## src/rtl/uart_cmd_responder.sv

```systemverilog
// UART command responder: decodes 'W' addr data / 'R' addr frames into register-bus strobes and replies over UART.
// Build option UART_CMD_CSUM_EN: trailing XOR checksum byte per frame and two-byte replies (reply, ~reply).
module uart_cmd_responder #(
  parameter int TIMEOUT_CYC = 100000
) (
  input  logic       clk,
  input  logic       rst,
  input  logic [7:0] rx_data,
  input  logic       rx_ok,
  input  logic       rx_error,
  output logic [7:0] tx_data,
  output logic       tx_send,
  input  logic       tx_busy,
  output logic [7:0] reg_addr,
  output logic [7:0] reg_wdata,
  output logic       reg_we,
  output logic       reg_re,
  input  logic [7:0] reg_rdata,
  output logic [7:0] err_cnt
);

  localparam int         CNT_W   = $clog2(TIMEOUT_CYC + 1);
  localparam logic [7:0] OP_WR   = 8'h57;
  localparam logic [7:0] OP_RD   = 8'h52;
  localparam logic [7:0] RSP_OK  = 8'h4B;
  localparam logic [7:0] RSP_ERR = 8'h45;

  typedef enum logic [3:0] {
    IDLE       = 4'd0,
    GET_ADDR   = 4'd1,
    GET_DATA   = 4'd2,
    GET_CSUM   = 4'd3,
    BUS_WR     = 4'd4,
    BUS_RD     = 4'd5,
    RD_CAP     = 4'd6,
    TX_REQ     = 4'd7,
    TX_WAIT_HI = 4'd8,
    TX_WAIT_LO = 4'd9
  } state_t;

  state_t           state_q;
  logic [CNT_W-1:0] tmo_q;
  logic             is_wr_q;
  logic [7:0]       tx_data_q;
  logic             tx_send_q;
  logic [7:0]       reg_addr_q;
  logic [7:0]       reg_wdata_q;
  logic             reg_we_q;
  logic             reg_re_q;
  logic [7:0]       err_cnt_q;
`ifdef UART_CMD_CSUM_EN
  logic [7:0]       csum_q;
  logic             cmpl_sent_q;
`endif

  logic       rx_phase;
  logic       tmo_hit;
  logic       drop_byte;
  logic [7:0] err_cnt_d;

  function automatic logic [7:0] sat_inc(input logic [7:0] v);
    return (v == 8'hFF) ? 8'hFF : v + 8'h01;
  endfunction

  assign rx_phase  = (state_q == GET_ADDR) || (state_q == GET_DATA) || (state_q == GET_CSUM);
  assign tmo_hit   = rx_phase && !rx_ok && (tmo_q == CNT_W'(TIMEOUT_CYC - 1));
  assign drop_byte = rx_ok && !rx_phase && (state_q != IDLE);
  assign err_cnt_d = sat_inc(err_cnt_q);

  always_ff @(posedge clk) begin
    if (rst) begin
      state_q     <= IDLE;
      tmo_q       <= {CNT_W{1'b0}};
      is_wr_q     <= 1'b0;
      tx_data_q   <= 8'h00;
      tx_send_q   <= 1'b0;
      reg_addr_q  <= 8'h00;
      reg_wdata_q <= 8'h00;
      reg_we_q    <= 1'b0;
      reg_re_q    <= 1'b0;
      err_cnt_q   <= 8'h00;
`ifdef UART_CMD_CSUM_EN
      csum_q      <= 8'h00;
      cmpl_sent_q <= 1'b0;
`endif
    end else begin
      tx_send_q <= 1'b0;
      reg_we_q  <= 1'b0;
      reg_re_q  <= 1'b0;

      // Inter-byte timer only runs while a frame is partially received
      if (rx_phase && !rx_ok && !tmo_hit) begin
        tmo_q <= tmo_q + CNT_W'(1);
      end else begin
        tmo_q <= {CNT_W{1'b0}};
      end

      if (drop_byte) begin
        err_cnt_q <= err_cnt_d;
      end

      if (tmo_hit) begin
        state_q   <= IDLE;
        err_cnt_q <= err_cnt_d;
      end else begin
        case (state_q)
          IDLE: begin
`ifdef UART_CMD_CSUM_EN
            cmpl_sent_q <= 1'b0;
            csum_q      <= rx_data;
`endif
            if (rx_ok) begin
              if (!rx_error && ((rx_data == OP_WR) || (rx_data == OP_RD))) begin
                is_wr_q <= (rx_data == OP_WR);
                state_q <= GET_ADDR;
              end else begin
                tx_data_q <= RSP_ERR;
                err_cnt_q <= err_cnt_d;
                state_q   <= TX_REQ;
              end
            end
          end
          GET_ADDR: begin
            if (rx_ok) begin
              if (rx_error) begin
                tx_data_q <= RSP_ERR;
                err_cnt_q <= err_cnt_d;
                state_q   <= TX_REQ;
              end else begin
                reg_addr_q <= rx_data;
`ifdef UART_CMD_CSUM_EN
                csum_q  <= csum_q ^ rx_data;
                state_q <= is_wr_q ? GET_DATA : GET_CSUM;
`else
                if (is_wr_q) begin
                  state_q <= GET_DATA;
                end else begin
                  reg_re_q <= 1'b1;
                  state_q  <= BUS_RD;
                end
`endif
              end
            end
          end
          GET_DATA: begin
            if (rx_ok) begin
              if (rx_error) begin
                tx_data_q <= RSP_ERR;
                err_cnt_q <= err_cnt_d;
                state_q   <= TX_REQ;
              end else begin
                reg_wdata_q <= rx_data;
`ifdef UART_CMD_CSUM_EN
                csum_q  <= csum_q ^ rx_data;
                state_q <= GET_CSUM;
`else
                reg_we_q <= 1'b1;
                state_q  <= BUS_WR;
`endif
              end
            end
          end
`ifdef UART_CMD_CSUM_EN
          GET_CSUM: begin
            if (rx_ok) begin
              if (rx_error || (rx_data != csum_q)) begin
                tx_data_q <= RSP_ERR;
                err_cnt_q <= err_cnt_d;
                state_q   <= TX_REQ;
              end else if (is_wr_q) begin
                reg_we_q <= 1'b1;
                state_q  <= BUS_WR;
              end else begin
                reg_re_q <= 1'b1;
                state_q  <= BUS_RD;
              end
            end
          end
`endif
          BUS_WR: begin
            tx_data_q <= RSP_OK;
            state_q   <= TX_REQ;
          end
          BUS_RD: begin
            state_q <= RD_CAP;
          end
          RD_CAP: begin
            tx_data_q <= reg_rdata;
            state_q   <= TX_REQ;
          end
          TX_REQ: begin
            if (!tx_busy) begin
              tx_send_q <= 1'b1;
              state_q   <= TX_WAIT_HI;
            end
          end
          TX_WAIT_HI: begin
            if (tx_busy) begin
              state_q <= TX_WAIT_LO;
            end
          end
          TX_WAIT_LO: begin
            if (!tx_busy) begin
`ifdef UART_CMD_CSUM_EN
              // Second reply byte is the complement of the first
              if (!cmpl_sent_q) begin
                tx_data_q   <= ~tx_data_q;
                cmpl_sent_q <= 1'b1;
                state_q     <= TX_REQ;
              end else begin
                state_q <= IDLE;
              end
`else
              state_q <= IDLE;
`endif
            end
          end
          default: begin
            state_q <= IDLE;
          end
        endcase
      end
    end
  end

  assign tx_data   = tx_data_q;
  assign tx_send   = tx_send_q;
  assign reg_addr  = reg_addr_q;
  assign reg_wdata = reg_wdata_q;
  assign reg_we    = reg_we_q;
  assign reg_re    = reg_re_q;
  assign err_cnt   = err_cnt_q;

endmodule

```

## config.mk

```make
export PLATFORM = sky130hd
export DESIGN_NAME = uart_cmd_responder
export DESIGN_NICKNAME = d
export VERILOG_FILES = /design/src/rtl/uart_cmd_responder.sv
export SDC_FILE = /design/constraint.sdc
export NUM_CORES = 1
export LEC_CHECK = 0
export ABC_AREA = 1
export CORE_MARGIN = 2
export CORE_UTILIZATION = 51
export DETAILED_ROUTE_END_ITERATION = 6
export GPL_TIMING_DRIVEN = 0
export PLACE_DENSITY = 0.79
export SYNTH_ARGS = -nofsm -noshare
export SYNTH_HDL_FRONTEND = slang
export SYNTH_SLANG_ARGS = --single-unit
```

## constraint.sdc

```tcl
create_clock -name clk -period 2.2 [get_ports clk]
set_clock_uncertainty 0.15 [all_clocks]
set_input_delay 0.44 -clock clk [delete_from_list [all_inputs] [get_ports clk]]
set_output_delay 0.44 -clock clk [all_outputs]
set_load 0.01 [all_outputs]
```

==> flow_summary.json, run 1 <==
{
  "die_h_um": 78.28,
  "slew_headroom_pct": 60.66,
  "min_path_type": "reg -> reg",
  "port_buffers": 54,
  "drtAntennaViolNets": 0,
  "overflow": 0,
  "outcome": "completed",
  "fillers": 484,
  "cpMaxStageDelayCell": "clkdlybuf4s50_1",
  "dp_hpwl_um": 5131,
  "htree_levels": 3,
  "slew_viol_final": 0,
  "post-route-util_pct": 66.94,
  "crit_type": "reg -> out",
  "peakVddDrop_v": 0.0004772,
  "gp_congestion": 0.8908,
  "num_rows": 27,
  "leakage_nw": 1.371,
  "drt-total-wl_um": 6863,
  "stdcell_count": 546,
  "crit_chain": "clkdlybuf4s50_1",
  "async_reset_ff_share_pct": 0,
  "ctsResizeCount": 0,
  "crit_required_ns": 1.61,
  "numPlacedInstances": 530,
  "cts_tree": "yes",
  "synthTopCellsByArea": "dfxtp_1, nand2_1, a21oi_1, nand3_1, inv_1",
  "yosys_warnings": 0,
  "cts_sinks": 57,
  "wl_per_cell_um": 12.57,
  "finalCritPeriodShare_pct": 89.03,
  "worst-slew-pin-transition_ns": 0.5900,
  "ys_seq_elements": 57,
  "tns_ns": 0,
  "slowest_delay_ns": 0.58,
  "clock_path_buffers": 2,
  "avgSynthCellArea_um2": 6.965,
  "setup_slack_ns": 0.2413,
  "drive_above_1_share_pct": 10.34,
  "fin_crit_ns": 1.959,
  "insertion_delay_ns": 0.34,
  "cts_inserted_buffers": 9,
  "coreArea_um2": 5405,
  "mappedNetlistNets": 427,
  "via_per_inst": 5.264,
  "grt_start_max_net_pins": 11,
  "drv_cap": 0,
  "netlist_instances": 404,
  "cp-end-kind": "primary output",
  "clock.fmax_mhz": 510.6,
  "synth_commonest_cells": "nand2_1, dfxtp_1, a21oi_1",
  "grt_usage_pct": 23.50,
  "synth-seq-area-share_pct": 40.55,
  "clkTransAtPathRegs_ns": 0.06,
  "final_hold_viol_count": 0,
  "dieArea_um2": 6128,
  "yosysMostFrequentCell": "nand2_1",
  "post_cts_buffers": 0,
  "ctsRootBufferMaster": "clkbuf_8",
  "total_power_mw": 3.244,
  "antenna_found_initial": 0,
  "grt_pass1_vias": 2587,
  "n_antenna_cell": 0,
  "cts_hold_buf": 0,
  "setup_viol": 0,
  "synth_edf_count": 0,
  "ys_types": 36,
  "cp_num_buf_inv": 1,
  "die_x_um": 78.28,
  "path_max_fanout": 7,
  "areaGrowthSynthToFinish_pct": 28.59,
  "powerDensity_nw_per_um2": 896.4,
  "synth_top_area_cell": "dfxtp_1",
  "drt_iter0_markers": 182,
  "arrival_ns": 1.37,
  "cpLargestDelayFamily": "buffers and inverters",
  "nets": 492,
  "place_ws_ns": -0.07943,
  "start_kind": "flip-flop",
  "synth.top_cell.area_share_pct": 40.55,
  "num_vias": 2874,
  "io_pins": 56,
  "grt_pass1_wl_um": 11380,
  "drc": 0,
  "syn_area_um2": 2814,
  "synth_flop_cell": "dfxtp_1",
  "firstDrtPassIters": 5,
  "start_util_pct": 52.06,
  "rsz0062_at_grt": "false"
}
## report_power, final
group | internal [mW] | leakage, nW | switching, mW
registers | 1.15 | 0.462 | 0.0889
logic | 0.440 | 0.816 | 0.706
clock network | 0.464 | 0.0932 | 0.394
total | 2.05 | 1.37 | 1.19
## registers in the layout, indices dropped and copies added (netlist names)
name and count:
tmo_q 17, err_cnt 8, reg_addr 8, reg_wdata 8, tx_data 8, state_q 4, is_wr_q 1, reg_re 1
reg_we 1, tx_send 1
## cell usage in the layout, fill, tap and decap left out, types with 2 or more instances in the layout
master / Yosys / layout
inv_1: 35 / 35
nand4_1: 16 / 16
o41ai_1: 2 / 2
dfxtp_1: 57 / 57
xor2_1: 2 / 2
nand2_2: 5 / 5
clkbuf_8: 0 / 11
or2_0: 2 / 2
clkbuf_1: 4 / 6
clkinv_2: 0 / 3
a21oi_1: 47 / 47
nand3b_1: 4 / 4
o21ai_1: 3 / 3
nor3_1: 12 / 12
nand2_1: 100 / 100
or2_2: 4 / 4
buf_4: 2 / 2
o21ai_0: 11 / 11
inv_2: 6 / 6
clkdlybuf4s50_1: 0 / 54
nor2_2: 4 / 4
buf_2: 2 / 2
nor2_4: 3 / 3
nand3_1: 31 / 31
nand3_2: 3 / 3
nor2_1: 34 / 34
ha_1: 2 / 2
nor4_1: 2 / 2
## path summary, 6_finish.rpt
kind	start	end	slack (ns)	depth (start not counted)
worst max register to register	tmo_q[0]	state_q[3]	0.40	11
worst min-delay path	tx_data[0]	tx_data[0]	0.30	2
worst min register to register	tx_data[0]	tx_data[0]	0.30	2
worst max-delay path	err_cnt[4]	err_cnt[4]	0.24	1
## logic make-up after synthesis
kind of cell | synth area share, %
adder cells (fa/ha/maj) | 0.8891
flip-flops | 40.55
AND/OR/NAND/NOR | 37.62
buffers and inverters | 7.425
XOR/XNOR | 0.9339
AO/OA/AOI/OAI | 12.58
## area by class of cell
cell class | instances | area (um^2) | share of cell area, %
Sequential cell | 57 | 1141 | 31.54
Timing Repair Buffer | 54 | 540.5 | 14.94
Buffer | 9 | 51.30 | 1.418
Clock inverter | 3 | 15.01 | 0.4149
Inverter | 42 | 157.7 | 4.357
Multi-Input combinational cell | 296 | 1464 | 40.46
Clock buffer | 13 | 158.9 | 4.391
Tap cell | 72 | 90.09 | 2.490
## per-layer routing
| metal | routed length (um) | vias up | global-route usage, % |
|---|---|---|---|
| li1 | - | 1470 | - |
| met2 | 3185 | 88 | 37.67 |
| met1 | 3155 | 1306 | 30.42 |
| met5 | 0 | - | 0 |
| met3 | 427 | 10 | 4.713 |
| met4 | 95 | 0 | 11.05 |
## per-stage QoR
step	instance area, um^2	hold WS (ns)
2_1_floorplan	2814	0.2679
3_3_place_gp	3445	0.2795
3_5_place_dp	3445	0.2931
4_1_cts	3618	0.3047
5_1_grt	3618	0.3253
6_report	3618	0.3003
Power figures use the tool's default switching activity.
==> run 2: changes to the inputs <==
- RECOVER_POWER: unset -> 50
==> flow_summary.json, run 2 (synthesized netlist as in run 1, its figures left out) <==
{
  "antenna_found_initial": 0,
  "dieArea_um2": 6128,
  "drive_above_1_share_pct": 9.705,
  "worst-slew-pin-transition_ns": 0.5926,
  "drtAntennaViolNets": 0,
  "drc": 0,
  "leakage_nw": 1.463,
  "ctsResizeCount": 0,
  "nets": 492,
  "insertion_delay_ns": 0.34,
  "grt_pass1_vias": 2587,
  "cts_tree": "yes",
  "numPlacedInstances": 530,
  "outcome": "completed",
  "gp_congestion": 0.8908,
  "port_buffers": 54,
  "reg2reg_depth": 11,
  "rsz0062_at_grt": "false",
  "grt_start_max_net_pins": 11,
  "final_hold_viol_count": 0,
  "htree_levels": 3,
  "powerDensity_nw_per_um2": 894.0,
  "layout_common_cells": "nand2_1, dfxtp_1, a21oi_1, inv_1, nor2_1",
  "cp-end-kind": "flip-flop",
  "grt_usage_pct": 23.50,
  "fillers": 488,
  "peakVddDrop_v": 0.0004749,
  "slew_viol_final": 0,
  "grtUsageMet3_pct": 4.713,
  "start_kind": "primary input",
  "crit_type": "in -> reg",
  "via_per_inst": 5.299,
  "overflow": 0,
  "coreArea_um2": 5405,
  "firstDrtPassIters": 4,
  "fin_area_um2": 3602,
  "min_path_type": "reg -> reg",
  "dpl_cell_area_um2": 3445,
  "cts_hold_buf": 0,
  "crit_required_ns": 2.31,
  "drt-total-wl_um": 6871,
  "cts_sinks": 57,
  "die_x_um": 78.28,
  "num_rows": 27,
  "areaGrowthSynthToFinish_pct": 28.01,
  "ctsRootBufferMaster": "clkbuf_8",
  "num_vias": 2893,
  "drv_cap": 0,
  "clock_path_buffers": 2,
  "slew_headroom_pct": 60.49,
  "final_common_cell": "nand2_1",
  "n_antenna_cell": 0,
  "dp_hpwl_um": 5131,
  "arrival_ns": 2.13,
  "grt_busiest_layer": "met2",
  "finalCritPeriodShare_pct": 91.58,
  "grt_pass1_wl_um": 11380,
  "grt_util_met1_pct": 30.42,
  "clock.fmax_mhz": 496.3,
  "start_util_pct": 52.06,
  "met2_usage_pct": 37.67,
  "hold_depth": 2,
  "cts_inserted_buffers": 9,
  "post_cts_buffers": 0,
  "wl_per_cell_um": 12.58,
  "die_h_um": 78.28,
  "setup_viol": 0,
  "stdcell_count": 546,
  "fin_crit_ns": 2.015,
  "path_max_fanout": 7,
  "drt_iter0_markers": 200,
  "largest-register": "tmo_q",
  "clkTransAtPathRegs_ns": 0.06,
  "largest_reg_flops": 17,
  "io_pins": 56
}
[run 2: cell count changes in the layout (fill, tap and decap cells not counted)]
| cell | before | now |
|---|---|---|
| inv_2 | 6 | 5 |
| nand3_1 | 31 | 33 |
| inv_1 | 35 | 36 |
| buf_2 | 2 | 1 |
| buf_6 | 1 | 0 |
| nand3_2 | 3 | 1 |
| clkbuf_2 | 0 | 2 |
| dlygate4sd3_1 | 0 | 29 |
| clkdlybuf4s50_1 | 54 | 25 |
[run 2: cell type report]
cell class	instances	area (um^2)	share of cell area [%]
plain buffers	9	45.04	1.250
clock buffers	13	158.9	4.411
clock inverters	3	15.01	0.4168
inverters	42	157.7	4.377
multi-input cells	296	1454	40.36
flip-flops and latches	57	1141	31.68
well taps	72	90.09	2.501
repair buffers	54	540.5	15.01
[run 2: worst max-delay path, stage by stage]
cell and delay [ns]:
dlygate4sd3_1 0.59, nand2_1 0.07, inv_1 0.05, nand2_1 0.07
nor2_1 0.09, nand2_1 0.16, nand2_1 0.14, nand2_1 0.06
nand2_1 0.20, nand4_1 0.11, a21oi_1 0.14
[run 2: routing by layer]
layer | share of wire (%) | up-vias
li1 | - | 1472
met1 | 47 | 1327
met2 | 47 | 84
met3 | 5.1 | 10
met4 | 1.4 | 0
met5 | 0 | -
[run 2: path summary, 6_finish.rpt]
check	end	slack, ns	from
setup / recovery	err_cnt[2]	0.19	rx_data[4]
hold / removal	tx_data[0]	0.30	tx_data[0]
hold reg to reg	tx_data[0]	0.30	tx_data[0]
setup reg to reg	state_q[3]	0.25	tmo_q[0]
[run 2: power breakdown]
group          internal [mW]  total [mW]  switching [mW]
Clock                  0.465       0.862           0.397
Sequential              1.15        1.24          0.0869
Combinational          0.413        1.12           0.709
Total                   2.03        3.22            1.19
[run 2: metrics by stage]
stage	setup slack [ns]	hold slack, ns	utilization (%)	TNS, ns	total power [mW]
6_report	0.1852	0.2985	66.64	0	3.220
5_1_grt	0.04600	0.3253	66.64	0	3.433
4_1_cts	0.2277	0.3047	66.94	0	3.262
3_5_place_dp	-0.07943	0.2931	63.73	-0.8789	2.398
3_3_place_gp	-0.03083	0.2795	63.73	-0.3723	2.378
2_1_floorplan	0.5764	0.2679	-	0	1.994
==> run 3: changes to the inputs <==
- CORE_MARGIN: 2 -> unset
- RECOVER_POWER: 50 -> unset
==> flow_summary.json, run 3 (synthesized netlist as in run 1, its figures left out) <==
{
  "outcome": "completed",
  "fin_area_um2": 3640,
  "crit_chain": "clkdlybuf4s50_1 > inv_1 > nor2_1 > nand2_1 > nand2_1 > nand2_1 > nand2_1 > nand2_1 > nand2_1 > nand4_1 > a21oi_1",
  "antenna_found_initial": 0,
  "slowest_delay_ns": 0.54,
  "ctsResizeCount": 0,
  "final_hold_viol_count": 0,
  "clock.fmax_mhz": 503.4,
  "dpl_cell_area_um2": 3442,
  "final_common_cell": "nand2_1",
  "leakage_nw": 1.380,
  "cpMaxStageDelayCell": "clkdlybuf4s50_1",
  "slew_headroom_pct": 60.58,
  "n_antenna_cell": 0,
  "num_rows": 26,
  "cpMostUsedCell": "nand2_1",
  "numPlacedInstances": 528,
  "via_per_inst": 5.406,
  "drt-total-wl_um": 7043,
  "post_cts_buffers": 0,
  "min_path_type": "reg -> reg",
  "cts_sinks": 57,
  "cp-end-kind": "flip-flop",
  "grt_pass1_wl_um": 11950,
  "grt_pass1_vias": 2676,
  "slew_viol_final": 0,
  "drtAntennaViolNets": 0,
  "nets": 492,
  "cts_tree": "yes",
  "powerDensity_nw_per_um2": 942.5,
  "num_vias": 2930,
  "drive_above_1_share_pct": 10.17,
  "wl_per_cell_um": 12.99,
  "areaGrowthSynthToFinish_pct": 29.35,
  "die_h_um": 76.28,
  "port_buffers": 54,
  "dp_hpwl_um": 5057,
  "clkTransAtPathRegs_ns": 0.06,
  "cts_inserted_buffers": 9,
  "rsz0062_at_grt": "false",
  "drt_iter0_markers": 185,
  "start_util_pct": 54.06,
  "fin_crit_ns": 1.987,
  "drv_cap": 0,
  "layout_common_cells": "nand2_1, dfxtp_1, clkdlybuf4s50_1, a21oi_1, inv_1",
  "total_power_mw": 3.430,
  "insertion_delay_ns": 0.33,
  "clock_path_buffers": 2,
  "cp_num_buf_inv": 2,
  "cpLargestDelayFamily": "simple AND/OR/NAND/NOR gates",
  "ctsRootBufferMaster": "clkbuf_8",
  "grt_start_max_net_pins": 11,
  "place_ws_ns": -0.08270,
  "drc": 0,
  "htree_levels": 3,
  "cts_hold_buf": 0,
  "die_x_um": 76.28,
  "setup_slack_ns": 0.2134,
  "overflow": 0,
  "dieArea_um2": 5819,
  "start_kind": "primary input",
  "finalCritPeriodShare_pct": 90.30,
  "crit_type": "in -> reg",
  "firstDrtPassIters": 5,
  "largest-register": "tmo_q",
  "grt_usage_pct": 25.57,
  "arrival_ns": 2.09,
  "setup_viol": 0,
  "gp_congestion": 0.8891,
  "tns_ns": 0,
  "coreArea_um2": 5205,
  "crit_required_ns": 2.30,
  "largest_reg_flops": 17,
  "worst-slew-pin-transition_ns": 0.5914,
  "io_pins": 56,
  "peakVddDrop_v": 0.0004968,
  "stdcell_count": 542,
  "path_max_fanout": 7
}
[run 3: cell count changes in the layout (fill, tap and decap cells not counted), moves of 2 or more]
cell	previous run	this run
clkbuf_8	11	9
bufinv_16	0	2
dlygate4sd3_1	29	0
nand3_2	1	3
nand3_1	33	31
clkdlybuf4s50_1	25	54
clkbuf_2	2	0
[run 3: final cells by class]
| class | count | area (um^2) |
|---|---|---|
| fillers | 453 | 1565 |
| multi-input cells | 296 | 1464 |
| flip-flops and latches | 57 | 1141 |
| repair buffers | 54 | 540.5 |
| inverters | 42 | 157.7 |
| clock buffers | 10 | 127.6 |
| well taps | 70 | 87.58 |
| clock inverters | 4 | 70.07 |
| plain buffers | 9 | 51.30 |
[run 3: per-stage QoR]
stage	hold slack, ns	utilization [%]
after floorplan	0.2679	-
after global placement	0.2832	66.13
after CTS	0.3001	69.93
after global routing	0.3207	69.93
final	0.3003	69.93
after detailed placement	0.2914	66.13
[run 3: metal layers]
layer	GRT usage, %	up-vias	routed length, um
met2	42.70	98	3343
met5	0	-	0
li1	-	1472	-
met1	32.34	1344	3160
met3	3.832	16	379
met4	11.92	0	159
[run 3: power by group]
group	internal, mW	switching (mW)	total, mW	leakage (nW)
Clock	0.621	0.396	1.02	0.102
Sequential	1.15	0.0897	1.24	0.462
Combinational	0.440	0.733	1.17	0.816
[run 3: path summary, 6_finish.rpt]
path | start | to | slack (ns) | depth (start not counted)
setup / recovery | rx_data[1] | err_cnt[3] | 0.21 | 11
hold / removal | tmo_q[0] | tmo_q[0] | 0.30 | 1
setup reg to reg | state_q[3] | tx_data[5] | 0.40 | 8
hold reg to reg | tmo_q[0] | tmo_q[0] | 0.30 | 1
